[config.mk]
export PLATFORM = sky130hd
export DESIGN_NAME = gate_vec_seq
export DESIGN_NICKNAME = d
export VERILOG_FILES = /design/src/rtl/gate_seq_pkg.sv /design/src/rtl/gate_seq_check.sv /design/src/rtl/gate_vec_seq.sv
export SDC_FILE = /design/constraint.sdc
export NUM_CORES = 1
export LEC_CHECK = 0
export ABC_AREA = 1
export ABC_CLOCK_PERIOD_IN_PS = 3000
export CORE_MARGIN = 1.5
export CORE_UTILIZATION = 39
export CTS_CLUSTER_SIZE = 28
export DETAILED_ROUTE_END_ITERATION = 10
export PLACE_DENSITY = 0.67
export REMOVE_ABC_BUFFERS = 1
export SLEW_MARGIN = 20
export SYNTH_ARGS = -nofsm -noshare
export SYNTH_HDL_FRONTEND = slang
export SYNTH_SLANG_ARGS = --single-unit
[constraint.sdc]
create_clock -name clk -period 3 [get_ports clk]
set_clock_uncertainty 0.05 [all_clocks]
set_input_delay 0.9 -clock clk [delete_from_list [all_inputs] [get_ports clk]]
set_output_delay 0.9 -clock clk [all_outputs]
set_load 0.01 [all_outputs]
[src/rtl/gate_seq_pkg.sv]
// Shared types and constants for the gate-array vector sequencer.
package gate_seq_pkg;

    typedef enum logic [2:0] {
        IDLE,
        APPLY,
        WAIT,
        CHECK,
        DONE
    } state_t;

    localparam logic [1:0] OP_OR  = 2'd0;
    localparam logic [1:0] OP_AND = 2'd1;
    localparam logic [1:0] OP_XOR = 2'd2;
    localparam logic [1:0] OP_NOR = 2'd3;

    localparam int ERR_W = 16;
    localparam logic [ERR_W-1:0] ERR_MAX = '1;

endpackage

[src/rtl/gate_seq_check.sv]
// Expected-value model of the gate array and the X-aware result comparator.
module gate_seq_check
    import gate_seq_pkg::*;
#(
    parameter int WIDTH = 16
) (
    input  logic [1:0]       i_op,
    input  logic [WIDTH-1:0] i_a,
    input  logic [WIDTH-1:0] i_b,
    input  logic [WIDTH-1:0] i_got,
    output logic [WIDTH-1:0] o_exp,
    output logic             o_mismatch
);

    // Pick the reference function the array is supposed to implement.
    always_comb begin
        o_exp = ~(i_a | i_b);
        case (i_op)
            OP_OR:   o_exp = i_a | i_b;
            OP_AND:  o_exp = i_a & i_b;
            OP_XOR:  o_exp = i_a ^ i_b;
            default: o_exp = ~(i_a | i_b);
        endcase
    end

    // Case inequality so an undriven or unknown result bit is always an error.
    assign o_mismatch = (i_got !== o_exp);

endmodule

[src/rtl/gate_vec_seq.sv]
// Walking-ones sweep sequencer that drives a gate array and scores its output.
module gate_vec_seq
    import gate_seq_pkg::*;
#(
    parameter int WIDTH  = 16,
    parameter int SETTLE = 1
) (
    input  logic             clk,
    input  logic             rst_n,
    input  logic             start,
    input  logic [1:0]       op_sel,
    output logic [WIDTH-1:0] gate_a,
    output logic [WIDTH-1:0] gate_b,
    input  logic [WIDTH-1:0] gate_out,
    output logic             busy,
    output logic             done,
    output logic             pass,
    output logic [ERR_W-1:0] err_count,
    output logic [WIDTH-1:0] fail_a,
    output logic [WIDTH-1:0] fail_b,
    output logic [WIDTH-1:0] fail_exp,
    output logic [WIDTH-1:0] fail_got
);

    localparam int CW = (SETTLE > 1) ? $clog2(SETTLE) : 1;
    localparam logic [CW-1:0]    CNT_END = CW'(SETTLE - 1);
    localparam logic [WIDTH-1:0] A_FIRST = WIDTH'(1);
    localparam logic [WIDTH-1:0] A_LAST  = WIDTH'(1) << (WIDTH - 2);
    localparam logic [WIDTH-1:0] B_FIRST = WIDTH'(1) << (WIDTH - 1);
    localparam logic [WIDTH-1:0] B_LAST  = WIDTH'(1);

    state_t           r_state;
    state_t           w_nextState;
    logic [CW-1:0]    r_cnt;
    logic [1:0]       r_op;
    logic [WIDTH-1:0] r_gateA;
    logic [WIDTH-1:0] r_gateB;
    logic [ERR_W-1:0] r_errCount;
    logic [WIDTH-1:0] r_failA;
    logic [WIDTH-1:0] r_failB;
    logic [WIDTH-1:0] r_failExp;
    logic [WIDTH-1:0] r_failGot;
    logic             r_pass;

    logic             w_accept;
    logic             w_checkEdge;
    logic             w_lastVec;
    logic [WIDTH-1:0] w_exp;
    logic             w_mismatch;
    logic [ERR_W-1:0] w_errNext;

    gate_seq_check #(
        .WIDTH(WIDTH)
    ) u_check (
        .i_op      (r_op),
        .i_a       (r_gateA),
        .i_b       (r_gateB),
        .i_got     (gate_out),
        .o_exp     (w_exp),
        .o_mismatch(w_mismatch)
    );

    assign w_accept    = start && ((r_state == IDLE) || (r_state == DONE));
    assign w_checkEdge = (r_state == CHECK);
    assign w_lastVec   = (r_gateA == A_LAST) && (r_gateB == B_LAST);
    assign w_errNext   = (w_mismatch && (r_errCount != ERR_MAX)) ?
                         r_errCount + ERR_W'(1) : r_errCount;

    // State register.
    always_ff @(posedge clk or negedge rst_n) begin
        if (!rst_n) begin
            r_state <= IDLE;
        end else begin
            r_state <= w_nextState;
        end
    end

    // Next-state logic: one APPLY cycle, SETTLE-1 WAIT cycles, one CHECK cycle per vector.
    always_comb begin
        w_nextState = r_state;
        case (r_state)
            IDLE:    if (start) w_nextState = APPLY;
            APPLY:   w_nextState = (SETTLE == 1) ? CHECK : WAIT;
            WAIT:    if (r_cnt == CNT_END) w_nextState = CHECK;
            CHECK:   w_nextState = w_lastVec ? DONE : APPLY;
            DONE:    if (start) w_nextState = APPLY;
            default: w_nextState = IDLE;
        endcase
    end

    // Status outputs decoded from the current state.
    always_comb begin
        busy = 1'b0;
        done = 1'b0;
        case (r_state)
            APPLY, WAIT, CHECK: busy = 1'b1;
            DONE:               done = 1'b1;
            default: begin
                busy = 1'b0;
                done = 1'b0;
            end
        endcase
    end

    // Settle counter tracks how many cycles the current operands have been held.
    always_ff @(posedge clk or negedge rst_n) begin
        if (!rst_n) begin
            r_cnt <= '0;
        end else if (r_state == APPLY) begin
            r_cnt <= CW'(1);
        end else if (r_state == WAIT) begin
            r_cnt <= r_cnt + CW'(1);
        end
    end

    // Operand shifters, captured op, error counter and first-failure snapshot.
    always_ff @(posedge clk or negedge rst_n) begin
        if (!rst_n) begin
            r_op       <= '0;
            r_gateA    <= '0;
            r_gateB    <= '0;
            r_errCount <= '0;
            r_failA    <= '0;
            r_failB    <= '0;
            r_failExp  <= '0;
            r_failGot  <= '0;
            r_pass     <= 1'b0;
        end else if (w_accept) begin
            r_op       <= op_sel;
            r_gateA    <= A_FIRST;
            r_gateB    <= B_FIRST;
            r_errCount <= '0;
            r_failA    <= '0;
            r_failB    <= '0;
            r_failExp  <= '0;
            r_failGot  <= '0;
            r_pass     <= 1'b0;
        end else if (w_checkEdge) begin
            r_errCount <= w_errNext;
            if (w_mismatch && (r_errCount == '0)) begin
                r_failA   <= r_gateA;
                r_failB   <= r_gateB;
                r_failExp <= w_exp;
                r_failGot <= gate_out;
            end
            if (w_lastVec) begin
                r_pass <= (w_errNext == '0);
            end else if (r_gateB == B_LAST) begin
                r_gateB <= B_FIRST;
                r_gateA <= r_gateA << 1;
            end else begin
                r_gateB <= r_gateB >> 1;
            end
        end
    end

    assign gate_a    = r_gateA;
    assign gate_b    = r_gateB;
    assign err_count = r_errCount;
    assign fail_a    = r_failA;
    assign fail_b    = r_failB;
    assign fail_exp  = r_failExp;
    assign fail_got  = r_failGot;
    assign pass      = r_pass;

endmodule

==> results.md, run 1 <==
Run status:
- The flow ran to the end, and the final reports show no timing, DRC or antenna violations.

Synth:
- The synthesized area is 6880 um^2.
- The share of synthesized area in the top cell type comes to 43.3%.
- The synthesized instance count is 909.
- The number of enable flip-flop cells after synthesis is 0.
- For this run, asynchronously set or reset flops after synthesis account for 100%.
- The biggest area contributor in the post-synthesis netlist is sky130_fd_sc_hd__dfrtp_1.
- The number of synthesis warnings is 0.
- The sequential-to-total area share from yosys stat is 43.3%.
- In the post-synthesis netlist, the biggest area contributors are sky130_fd_sc_hd__dfrtp_1, sky130_fd_sc_hd__nand2_1, sky130_fd_sc_hd__o21ai_0.
- In this run, distinct cell masters in the synthesized netlist total 32.
- The primary flip-flop cell chosen by synthesis mapping is sky130_fd_sc_hd__dfrtp_1.
- The register bit count reported by yosys is 119.
- After synthesis, the mean cell area works out to 7.57 um^2.

Setup path:
- The largest single stage delay on the critical path is 0.43 ns.
- The beginning of the worst register-to-register path is gate_a[15].
- The worst setup path is captured at a register.
- The worst setup path category is reg -> reg.
- Walking the worst path, the cells encountered are inv_1, ha_1, o21ai_0, nand3_1, nand3_1, nand2_1, nor2_2, nand2_1, nor2_2, nand2_2, buf_12, nand3_1, nand2_1, nor2_1, nand2_1, nor2_1, nand2_1, a21oi_2.
- The standard cell with the maximum stage delay on the critical path is sky130_fd_sc_hd__dfrtp_1.
- The cell repeated most along the worst path is sky130_fd_sc_hd__nand2_1.
- Data arrives at the worst endpoint at 3.10 ns.
- The worst endpoint required time is 3.31 ns.
- The critical path startpoint is gate_a[15].
- The type of origin of the critical path is a register.
- The largest fanout on the critical path is 8.

Placement:
- The placer congestion estimate is 0.969.
- The estimated wirelength of the detail-placed design is 15600 um.
- During placement, the flow inserted port buffers numbering 135.

GRT:
- The number of antenna violations at the first check in global routing was 0.
- Across every metal layer, demand over resource in global routing totals 23.7%.
- The residual overflow from global routing is 0.
- The via count of the first global-routing pass is 6176.
- The first global-routing pass estimated 33500 um of wire.
- The pin count of the biggest net entering global routing is 68.

Power and ir drop:
- The total power after layout is 0.00932 W.
- The worst-case IR drop observed on VDD is 601 uV.
- In this run the power density over the cells is 993 nW/um^2.
- The leakage power of the design is 4.59 nW.

STA:
- After routing, the total negative slack on setup checks comes to 0 ns.
- The final count of hold timing violations was 0.
- The final-report setup violation count is 0.
- The achievable clock frequency is 359 MHz.
- The minimum clock period is 2.79 ns.
- The worst slew margin relative to its limit is 55.6%.
- The final critical-path share of the clock period is 92.9%.
- For the pin with the worst max-slew slack, the measured transition is 0.666 ns.
- Setup repair after global routing left no endpoint under its margin.
- The final count of pins violating max slew came to 0.

Clocking:
- At the later pin of the worst-skew pair, clock insertion delay measures 0.43 ns.
- The root buffer cell is sky130_fd_sc_hd__clkbuf_16.
- The CTS tree is yes.
- In this run, CTS created clock tree buffers numbering 17.
- In this run the number of H-tree levels came out at 4.
- No sink is reached through more buffers than the 2 on the longest clock path.
- After clock tree synthesis, the clock-pin slew on the worst setup and hold paths is 0.06 ns.
- Counting every sink on the clock net gives 119.

Finish:
- The post-route netlist has 11.2% of its cells at a drive strength greater than 1.
- 0 antenna diodes ended up in the layout.
- The number of nets in the layout is 1135.
- The area growth from synthesis to layout is 36.4%.

Detailed routing:
- The total via count in the routed design is 6624.
- In the routed design, unresolved DRC markers number 0.
- In this run the remaining antenna-violating nets after routing total 0.
- The via count normalized by instance count is 5.03.
- The number of DRC violations after detailed-routing iteration 0 is 432.
- In the final routed layout, each cell accounts on average for 16.0 um.
- The aggregate routed wire length is 21000 um.
- The first detailed-routing pass ran for 5 iterations.

Floorplan:
- The number of top-level pins is 136.
- The floorplan step defined a die boundary enclosing 18500 um^2.
- The initialized floorplan defines 48 standard-cell rows.
- The initial core utilization is 39.8%.
- The chip height is 136 um.
- The area of the core is 17300 um^2.
- Measured along the x axis, the die boundary spans 136 um.

Worst hold path:
- The class of the tightest hold or removal check is in -> async.

Run:
- The number of max-capacitance violations reported is 0.
state kept, by name (all words and copies together) (netlist names):
name,cells
err_count,16
fail_a,16
fail_b,16
fail_exp,16
fail_got,16
gate_a,16
gate_b,16
pass,1
r_cnt,1
r_op,2
r_state,3
report_power, final:
| group | total, W | internal [W] | switching, W |
|---|---|---|---|
| Combinational | 0.00448 | 0.00186 | 0.00261 |
| Sequential | 0.00252 | 0.00210 | 0.000421 |
| Clock | 0.00232 | 0.00154 | 0.000788 |
through the flow:
stage	cells	hold slack [ns]	util, %	worst slack, ns	area, um^2
after global placement	1279	0.414	50.1	-0.0580	8660
final	1318	0.418	54.3	0.212	9390
after detailed placement	1279	0.413	50.1	-0.0696	8660
after floorplan	874	0.437	-	-0.266	6660
after global routing	1318	0.443	54.3	0.00478	9390
after CTS	1311	0.430	53.9	0.178	9330
final cells by class:
class                   count  area, um^2
fillers                  1650        7910
clock inverters            12         198
well taps                 225         282
flip-flops and latches    119        2980
inverters                 114         430
repair buffers            187        1780
multi-input cells         641        3250
clock buffers              20         467
synthesized netlist by cell type (2+ instances only):
cell type and instances:
sky130_fd_sc_hd__buf_4 3, sky130_fd_sc_hd__xor2_1 11, sky130_fd_sc_hd__o21ai_0 91, sky130_fd_sc_hd__o22ai_1 6
sky130_fd_sc_hd__inv_1 111, sky130_fd_sc_hd__nor2_1 54, sky130_fd_sc_hd__nand3_1 60, sky130_fd_sc_hd__ha_1 34
sky130_fd_sc_hd__nand2_1 288, sky130_fd_sc_hd__nand3b_1 7, sky130_fd_sc_hd__nor3_1 6, sky130_fd_sc_hd__buf_2 6
sky130_fd_sc_hd__inv_2 2, sky130_fd_sc_hd__dfrtp_1 119, sky130_fd_sc_hd__nand3_2 10, sky130_fd_sc_hd__o21ai_1 20
sky130_fd_sc_hd__a21oi_1 7, sky130_fd_sc_hd__nor2_2 7, sky130_fd_sc_hd__buf_6 9, sky130_fd_sc_hd__nand4_1 7
sky130_fd_sc_hd__clkbuf_1 16, sky130_fd_sc_hd__nor4_1 15, sky130_fd_sc_hd__nand2_2 11
layer usage:
layer / wire [um] / vias to the layer above / share of wire (%) / GRT usage [%]
met5: 0 / - / 0 / 0
met3: 1280 / 45 / 6.1 / 4.77
li1: - / 3253 / - / -
met1: 10000 / 3082 / 48 / 34.2
met4: 682 / 0 / 3.2 / 10.5
met2: 9070 / 244 / 43 / 34.3
critical path: cells and delay by family, from the launching register on:
kind	cells	cell delay, ns
adder cells (fa/ha/maj)	1	0.30
AND/OR/NAND/NOR	13	1.39
AO/OA/AOI/OAI	2	0.28
flip-flops	1	0.43
buffers and inverters	2	0.27
placed cells by master (no fill, tap or decap), types with 15 or more instances in the layout:
| master | count |
|---|---|
| sky130_fd_sc_hd__nand2_1 | 288 |
| sky130_fd_sc_hd__inv_1 | 111 |
| sky130_fd_sc_hd__nand3_1 | 60 |
| sky130_fd_sc_hd__nor2_1 | 54 |
| sky130_fd_sc_hd__nor4_1 | 15 |
| sky130_fd_sc_hd__clkbuf_16 | 17 |
| sky130_fd_sc_hd__clkdlybuf4s50_1 | 134 |
| sky130_fd_sc_hd__o21ai_0 | 91 |
| sky130_fd_sc_hd__o21ai_1 | 20 |
| sky130_fd_sc_hd__ha_1 | 34 |
| sky130_fd_sc_hd__buf_4 | 49 |
| sky130_fd_sc_hd__dfrtp_1 | 118 |
worst paths after layout:
kind                       cells after the start  slack (ns)        end
max in group asynchronous                      2        1.85    r_op[1]
hold reg to reg                                2        0.42  fail_b[2]
min in group clk                               2        0.42  fail_b[2]
setup / recovery                              18        0.21       pass
hold / removal                                 2        0.42  fail_a[5]
setup reg to reg                              18        0.21       pass
cells by family (layout without fill, tap and decap cells):
| kind of cell | count (synthesis) | in the layout | share of synthesized area, % |
|---|---|---|---|
| multiplexers | 1 | 1 | 0.145 |
| XOR/XNOR | 11 | 11 | 1.40 |
| adder cells (fa/ha/maj) | 34 | 34 | 6.18 |
| AND/OR/NAND/NOR | 469 | 469 | 30.1 |
| buffers and inverters | 149 | 333 | 9.58 |
| flip-flops | 119 | 119 | 43.3 |
| AO/OA/AOI/OAI | 126 | 126 | 9.36 |
what timing repair did:
action | 4_1_cts | 5_1_grt
hold buffers | 0 | 0
setup buffers | 0 | 7
gates resized for setup | 0 | 3
endpoints found under the setup margin | 0 | 1
(Power assumes the default switching activity.)
==> inputs of run 2 (changes only) <==
SYNTH_HIERARCHICAL = 1   (was default)
==> results.md, run 2 <==
Floorplan:
- The number of top-level pins is 136.
- The area of the core is 17500 um^2.
- The initial core utilization is 40.3%.
- The cell row count is 48.
- The floorplan step defined a die boundary enclosing 18900 um^2.
- Measured along the y axis, the die boundary spans 137 um.
- The die is 137 um wide.

Clocking:
- The number of H-tree levels is 4.
- Buffers inserted to repair hold after CTS numbered 0.
- The clock passes through at most 2 buffers.
- In this run the clock root is driven by a sky130_fd_sc_hd__clkbuf_16.
- The clock buffer count from CTS is 17.
- TritonCTS built the clock tree.
- The register clock-pin slew on the reported worst setup and hold paths is 0.06 ns.
- The clock reaches the later pin of the worst-skew pair after 0.42 ns.
- The CTS sink count is 119.

Detailed routing:
- The via count normalized by instance count is 4.77.
- The mean routed wirelength per cell is 14.5 um.
- The count of antenna-violating nets left after detailed routing is 0.
- The aggregate routed wire length is 20000 um.
- In this run, the number of DRC markers left after iteration 0 of detailed routing was 369.
- The routed layout has 6598 vias.
- The number of detailed-routing iterations run before antenna repair is 5.
- The detailed-route DRC error count is 0.

Setup path:
- The setup check on the worst reg-to-reg path leaves a slack of 0.23 ns.
- On the critical path, the stage with the largest delay is an instance of sky130_fd_sc_hd__dfrtp_1.
- The startpoint identified for the worst register-to-register timing path is gate_a[0].
- The endpoint of the lowest-slack register-to-register path is pass.
- The type of origin of the critical path is a register.
- The worst setup path is of the reg -> reg kind.
- Of all nets on the critical path, the largest fanout is 5.
- The arrival time at the worst endpoint is 3.08 ns.
- For this run, the slowest stage of the critical path takes 0.44 ns.
- The sort of element at the end of the critical path is a register.
- The worst path buffer plus inverter count is 1.
- The dominant delay contributor by cell family on the critical path is simple AND/OR/NAND/NOR gates.
- The number of cells on the worst reg-to-reg path is 23.
- Data on the critical path is required at its endpoint by 3.30 ns.
- The signal on the critical path passes through inv_1, ha_1, o21ai_1, nand3_1, nand2_1, nand2_1, nand2_1, nor2_1, nand2_1, nor2_2, nand2_2, nand2_2, nor2_4, nand3_4, nor2_2, nand3_1, nand2_1, nand2_1, nor2_1, nand2_1, nor2_1, nor2_1, nor2_1.
- The cell repeated most along the worst path is sky130_fd_sc_hd__nand2_1.

Synth:
- The synthesized area is 7040 um^2.
- The adder-cell share of the synthesized area is 6.05%.
- The top cell type by area accounts for 42.3% of the synthesized area.
- The number of enable flip-flop cells after synthesis is 0.
- In the synthesized netlist the dominant register cell turns out to be sky130_fd_sc_hd__dfrtp_1.
- The dominant cell by count in the synthesized netlist is sky130_fd_sc_hd__nand2_1.
- The share of synthesized cell area in and, or, nand and nor gates is 33.9%.
- Of the total synthesized cell area, the portion taken by XOR and XNOR cells is 0%.
- Synthesis produced a netlist whose cell count is 968.
- The synthesized design contains 119 register bits.
- The number of synthesis warnings is 6.
- Summed over all instances, the cell type with the most area after synthesis is sky130_fd_sc_hd__dfrtp_1.
- The synthesized netlist devotes 6.37% of its cell area to compound gates.
- Sorting the synthesized cells by area gives the leading types as sky130_fd_sc_hd__dfrtp_1, sky130_fd_sc_hd__nand2_1, sky130_fd_sc_hd__inv_1.
- The sequential-to-total area share from yosys stat is 42.3%.
- By count the netlist is led by sky130_fd_sc_hd__nand2_1, sky130_fd_sc_hd__inv_1, sky130_fd_sc_hd__dfrtp_1.
- The dominant combinational cell family by area after synthesis is simple AND/OR/NAND/NOR gates.
- The average cell area after synthesis is 7.27 um^2.
- The fraction of synthesis flops using an asynchronous set or reset pin is 100%.
- Measured against the total synthesized area, the mux share comes to 0%.
- The synthesized netlist contains 31 unique library cells.

Placement:
- After detailed placement, the total cell area comes to 8910 um^2.
- Counting tap cells, the placed design contains a total of 1346 instances.
- The worst setup slack before clock tree synthesis is -0.222 ns.
- The number of buffers added on ports is 135.
- The placer congestion estimate is 0.912.
- The estimated wirelength of the detail-placed design is 14700 um.

Finish:
- The post-route standard cell area excluding fillers is 9650 um^2.
- The number of antenna diodes is 0.
- In the layout the commonest cells are sky130_fd_sc_hd__nand2_1, sky130_fd_sc_hd__inv_1, sky130_fd_sc_hd__clkdlybuf4s50_1.
- Excluding fillers, the count of instances in the completed layout stands at 1382.
- From synthesis to final layout, the design area changed by 37.2%.
- The leading cell type in the layout, fill and taps excluded is sky130_fd_sc_hd__nand2_1.
- In the final layout, the share of cells above drive strength 1 is 12.9%.
- Once layout is complete, the utilization of the core stands at 55.2%.
- The net count of the finished layout is 1199.

STA:
- The final count of hold timing violations was 0.
- Static timing analysis puts the maximum clock frequency at 360 MHz.
- Headroom to the max-slew limit came out at 54.5%.
- The final critical path takes up 92.5% of the cycle.
- The worst setup slack after layout is 0.226 ns.
- The final count of pins violating max slew came to 0.
- Setup violations remaining at the end of the flow were counted as 0.
- The minimum clock period is 2.77 ns.
- The actual transition at the worst max-transition pin is 0.682 ns.
- For the final routed database, the setup TNS stands at 0 ns.

Power and ir drop:
- Across the VDD grid, the largest voltage drop is 546 uV.
- The analysis attributes to cell leakage a power of 4.95 nW.
- Dividing total power by cell area gives a power density of 1080 nW/um^2.

Run status:
- The flow ran to the end, and the final reports show no timing, DRC or antenna violations.

Worst hold path:
- The worst hold path was traced through 2 stages.
- The worst hold endpoint is fail_a[0].
- The start point of the worst min-delay path is fail_a[0].
- The class of the tightest hold or removal check is reg -> reg.

GRT:
- The via count of the first global-routing pass is 6254.
- The first-pass GRT wire length is 32100 um.
- The number of antenna violations at the first check in global routing is 0.
- Entering global routing, the biggest net connects 120 pins.
- The total overflow left after global routing is 0.
- For this run, the total global-route usage over all layers was measured as 22.2%.

Run:
- Across the run, the number of max-cap violations was 0.
==> run 2: cell count changes after synthesis, moves of 6 or more <==
cell and change:
sky130_fd_sc_hd__nor2_4 +6, sky130_fd_sc_hd__nor4_1 -7, sky130_fd_sc_hd__o21ai_0 -46, sky130_fd_sc_hd__a21oi_1 -7, sky130_fd_sc_hd__xor2_1 -11, sky130_fd_sc_hd__nand3b_1 +9, sky130_fd_sc_hd__o22ai_1 +11, sky130_fd_sc_hd__nand2_1 +64
sky130_fd_sc_hd__inv_1 +29, sky130_fd_sc_hd__nor2_1 -8, sky130_fd_sc_hd__nand3_1 +25, sky130_fd_sc_hd__inv_2 +11, sky130_fd_sc_hd__nand3_2 -9
==> run 2: how the worst max path moves through the flow <==
stage / from / to / slack (ns) / depth (start not counted)
finish: gate_a[0] / pass / 0.23 / 23
global route: gate_a[2] / pass / -0.01 / 23
CTS: gate_a[10] / pass / 0.14 / 23
detailed placement: gate_out[9] / pass / -0.22 / 19
global placement: gate_out[7] / pass / -0.20 / 19
floorplan: start / fail_b[0] / -1.07 / 7
==> run 2: routing by layer <==
| layer | track usage, % | wire length [um] | up-vias |
|---|---|---|---|
| met4 | 8.42 | 491 | 0 |
| met2 | 34.1 | 8880 | 171 |
| li1 | - | - | 3357 |
| met5 | 0 | 0 | - |
| met1 | 31.2 | 9750 | 3039 |
| met3 | 4.01 | 910 | 31 |
==> run 2: cell families after synthesis <==
kind of cell | Yosys count
flops | 119
simple gates | 543
buf+inv | 190
compound gates | 82
fa+ha+maj | 34
==> run 2: repair_timing <==
action,CTS,global route
gates resized for setup,0,24
endpoints found under the hold margin,0,0
endpoints found under the setup margin,0,65
buffers inserted,0,4
==> run 2: layout make-up <==
class | count | area, um^2
multi-input combinational | 659 | 3320
inverter | 155 | 582
sequential | 119 | 2980
fill | 1622 | 7820
clock inverter | 15 | 218
tap | 225 | 282
timing repair buffer | 192 | 1850
clock buffer | 17 | 425
==> run 2: where the power goes <==
part	internal (W)	switching [W]
registers	0.00222	0.000478
logic	0.00242	0.00310
clock network	0.00141	0.000824
total	0.00606	0.00441
==> run 2: metrics by stage <==
step | hold WS [ns] | power [W]
2_1_floorplan | 0.455 | 0.00549
3_3_place_gp | 0.410 | 0.00805
3_5_place_dp | 0.416 | 0.00812
4_1_cts | 0.428 | 0.0104
5_1_grt | 0.447 | 0.0113
6_report | 0.426 | 0.0105
==> run 2: tightest hold or removal path, cell delays in order (launching register included) <==
cell and delay [ns]:
sky130_fd_sc_hd__dfrtp_1 0.34, sky130_fd_sc_hd__nand2_1 0.05, sky130_fd_sc_hd__nand2_1 0.05
==> inputs of run 3 (changes only) <==
SETUP_SLACK_MARGIN = 0.4   (was default)
==> results.md, run 3 (synthesized netlist as in run 2, its figures left out) <==
Run status:
- The run finished with clean final reports.

Detailed routing:
- The via count normalized by instance count is 4.93.
- After detailed routing, the number of remaining DRC violations is 0.
- For this run, the detailed router's first-pass iteration total came to 5.
- The count of antenna-violating nets left after detailed routing is 0.
- The number of DRC violations after detailed-routing iteration 0 is 432.
- Summed over all layers, the routed wires come to 21900 um.
- The total via count in the routed design is 6953.
- Dividing the detail-routed wire length by the instance count gives 15.5 um.

Floorplan:
- The chip height is 137 um.
- For this design the top-level I/O count stands at 136.
- The cell row count is 48.
- After floorplanning, the core was sized to cover 17500 um^2.
- The initial core utilization is 40.3%.
- The die covers 18900 um^2.
- The floorplan step set the die width to 137 um.

STA:
- The actual transition at the worst max-transition pin is 0.642 ns.
- Final hold analysis gives a worst-case slack of 0.425 ns.
- The final count of hold timing violations is 0.
- The final critical-path share of the clock period is 93.2%.
- After routing, the total negative slack on setup checks comes to 0 ns.
- The worst path in the final design needs a cycle of 2.80 ns, including I/O delays and setup.
- Derived from the worst setup path, the maximum achievable clock frequency is 357 MHz.
- The worst slew margin relative to its limit is 57.2%.
- Setup violations remaining at the end of the flow were counted as 0.
- Setup repair after global routing could not meet its margin everywhere.
- The final count of pins violating max slew is 0.

Clocking:
- The later pin in the worst-skew pair is clocked with a latency of 0.43 ns.
- The register clock-pin slew on the reported worst setup and hold paths is 0.06 ns.
- No sink is reached through more buffers than the 2 on the longest clock path.
- The clock buffer count from CTS is 17.
- The clock net in this run drives a total of 119 sinks.
- The root buffer cell chosen for the clock tree is sky130_fd_sc_hd__clkbuf_16.
- The CTS tree is yes.
- Buffers inserted to repair hold after CTS numbered 0.
- The H-tree was split into 4 levels.

Setup path:
- The largest fanout on the critical path is 13.
- The worst endpoint required time is 3.31 ns.
- The worst setup path is of the reg -> reg kind.
- The type of origin of the critical path is a register.
- The startpoint identified for the worst register-to-register timing path is r_op[1].
- The most critical setup path has its startpoint at r_op[1].
- STA puts the critical path data arrival time at 3.11 ns.
- The worst setup path is captured at a register.

Finish:
- Compared with the post-synthesis result, the final layout area differs by 46.0%.
- Leaving out fill and tap cells, the most frequent cell in the layout is sky130_fd_sc_hd__nand2_1.
- In the final layout, the share of cells above drive strength 1 is 17.6%.
- The post-route core utilization is 58.8%.
- The number of nets in the layout is 1228.
- 0 antenna diodes ended up in the layout.
- In the layout the commonest cells are sky130_fd_sc_hd__nand2_1, sky130_fd_sc_hd__inv_1, sky130_fd_sc_hd__clkdlybuf4s50_1.

Power and ir drop:
- The maximum ir drop on the vdd rail is 677 uV.
- The analysis attributes to net switching a power of 0.00492 W.
- The internal power of the cells totals 0.00688 W.
- The power share of the combinational group is 58.1%.
- Summed over all cells, the static leakage comes to 5.25 nW.
- The portion of total power attributed to the clock network is 19.0%.
- Registers are responsible for 22.9% of the overall power.
- Net switching is 41.7% of the power.
- For this design the ratio of total power to cell area is 1150 nW/um^2.

Worst hold path:
- The class of the tightest hold or removal check is reg -> reg.
- The start point of the worst min-delay path is fail_got[12].

GRT:
- The first global-routing pass estimated 33800 um of wire.
- The number of antenna violations at the first check in global routing was 0.
- The pin count of the biggest net entering global routing is 120.
- After global routing the overflow that remains totals 0.
- In the global route stage, overall resource usage came out at 23.5%.
- The via count of the first global-routing pass is 6526.

Placement:
- At the end of routability-driven placement, the weighted congestion stood at 0.912.
- Port buffering added 135 buffers.
- The estimated wirelength of the detail-placed design is 14700 um.

Run:
- The tool flagged a number of max-cap violations equal to 0.
## run 3: cell count changes in the layout (fill, tap and decap cells not counted), moves of 4 or more
cell / change
sky130_fd_sc_hd__o21ai_1: +5
sky130_fd_sc_hd__o21ai_0: -9
sky130_fd_sc_hd__o21ai_2: +4
sky130_fd_sc_hd__o22ai_1: -4
sky130_fd_sc_hd__nand3_1: -9
sky130_fd_sc_hd__nand2_4: +4
sky130_fd_sc_hd__buf_4: +13
sky130_fd_sc_hd__buf_16: +6
sky130_fd_sc_hd__o22ai_2: +4
sky130_fd_sc_hd__nand2_2: +8
sky130_fd_sc_hd__nand2_1: -12
sky130_fd_sc_hd__nand3_2: +7
## run 3: worst paths after layout
kind	to	slack, ns	cells after the start
worst max-delay path	fail_exp[10]	0.20	19
worst min-delay path	fail_got[12]	0.43	2
worst max register to register	fail_exp[10]	0.20	19
worst min register to register	fail_got[12]	0.43	2
max in group asynchronous	gate_b[2]	1.89	2
min in group asynchronous	fail_b[8]	0.52	2
## run 3: layout make-up
type	count	area [um^2]
Fill cell	1557	7210
Multi-Input combinational cell	659	3480
Sequential cell	119	2980
Timing Repair Buffer	221	2300
Inverter	155	587
Clock buffer	17	425
Tap cell	225	282
Clock inverter	15	218
## run 3: worst max-delay path, cell delays in order, from the launching register on
cell                      delay (ns)
sky130_fd_sc_hd__dfrtp_1        0.46
sky130_fd_sc_hd__inv_2          0.23
sky130_fd_sc_hd__nand3_1        0.10
sky130_fd_sc_hd__nand3_1        0.14
sky130_fd_sc_hd__nand2_1        0.09
sky130_fd_sc_hd__buf_4          0.14
sky130_fd_sc_hd__buf_4          0.12
sky130_fd_sc_hd__buf_4          0.12
sky130_fd_sc_hd__buf_4          0.12
sky130_fd_sc_hd__buf_4          0.12
sky130_fd_sc_hd__buf_4          0.12
sky130_fd_sc_hd__buf_4          0.12
sky130_fd_sc_hd__buf_4          0.12
sky130_fd_sc_hd__buf_4          0.12
sky130_fd_sc_hd__buf_4          0.12
sky130_fd_sc_hd__buf_4          0.12
sky130_fd_sc_hd__buf_4          0.12
sky130_fd_sc_hd__inv_1          0.04
sky130_fd_sc_hd__nand3_1        0.08
sky130_fd_sc_hd__nand2_1        0.09
## run 3: metal layers
layer | vias up | part of all wire, % | track usage [%]
li1 | 3428 | - | -
met1 | 3264 | 46 | 32.3
met2 | 217 | 45 | 36.2
met3 | 44 | 5.6 | 4.53
met4 | 0 | 3.0 | 9.88
met5 | - | 0 | 0
## run 3: power by group through the flow
stage          combinational, W  clock, W  sequential (W)
3_5_place_dp            0.00542         0         0.00271
4_1_cts                 0.00634   0.00228         0.00269
2_1_floorplan           0.00251         0         0.00298
6_report                0.00685   0.00225         0.00270
3_3_place_gp            0.00534         0         0.00270
5_1_grt                 0.00751   0.00234         0.00278
## run 3: what timing repair did
item | CTS | global route
setup buffers | 22 | 2
hold endpoints to repair | 0 | 0
resized for setup | 35 | 52
pin swaps | 9 | 23
setup endpoints to repair | 72 | 86
cloned | 6 | 3
## run 3: through the flow
step	power, W	instance area, um^2	worst slack (ns)	std cells
2_1_floorplan	0.00549	6820	-1.07	933
3_3_place_gp	0.00805	8910	-0.199	1346
3_5_place_dp	0.00812	8910	-0.222	1346
4_1_cts	0.0113	10000	0.244	1406
5_1_grt	0.0126	10300	-0.0147	1411
6_report	0.0118	10300	0.203	1411
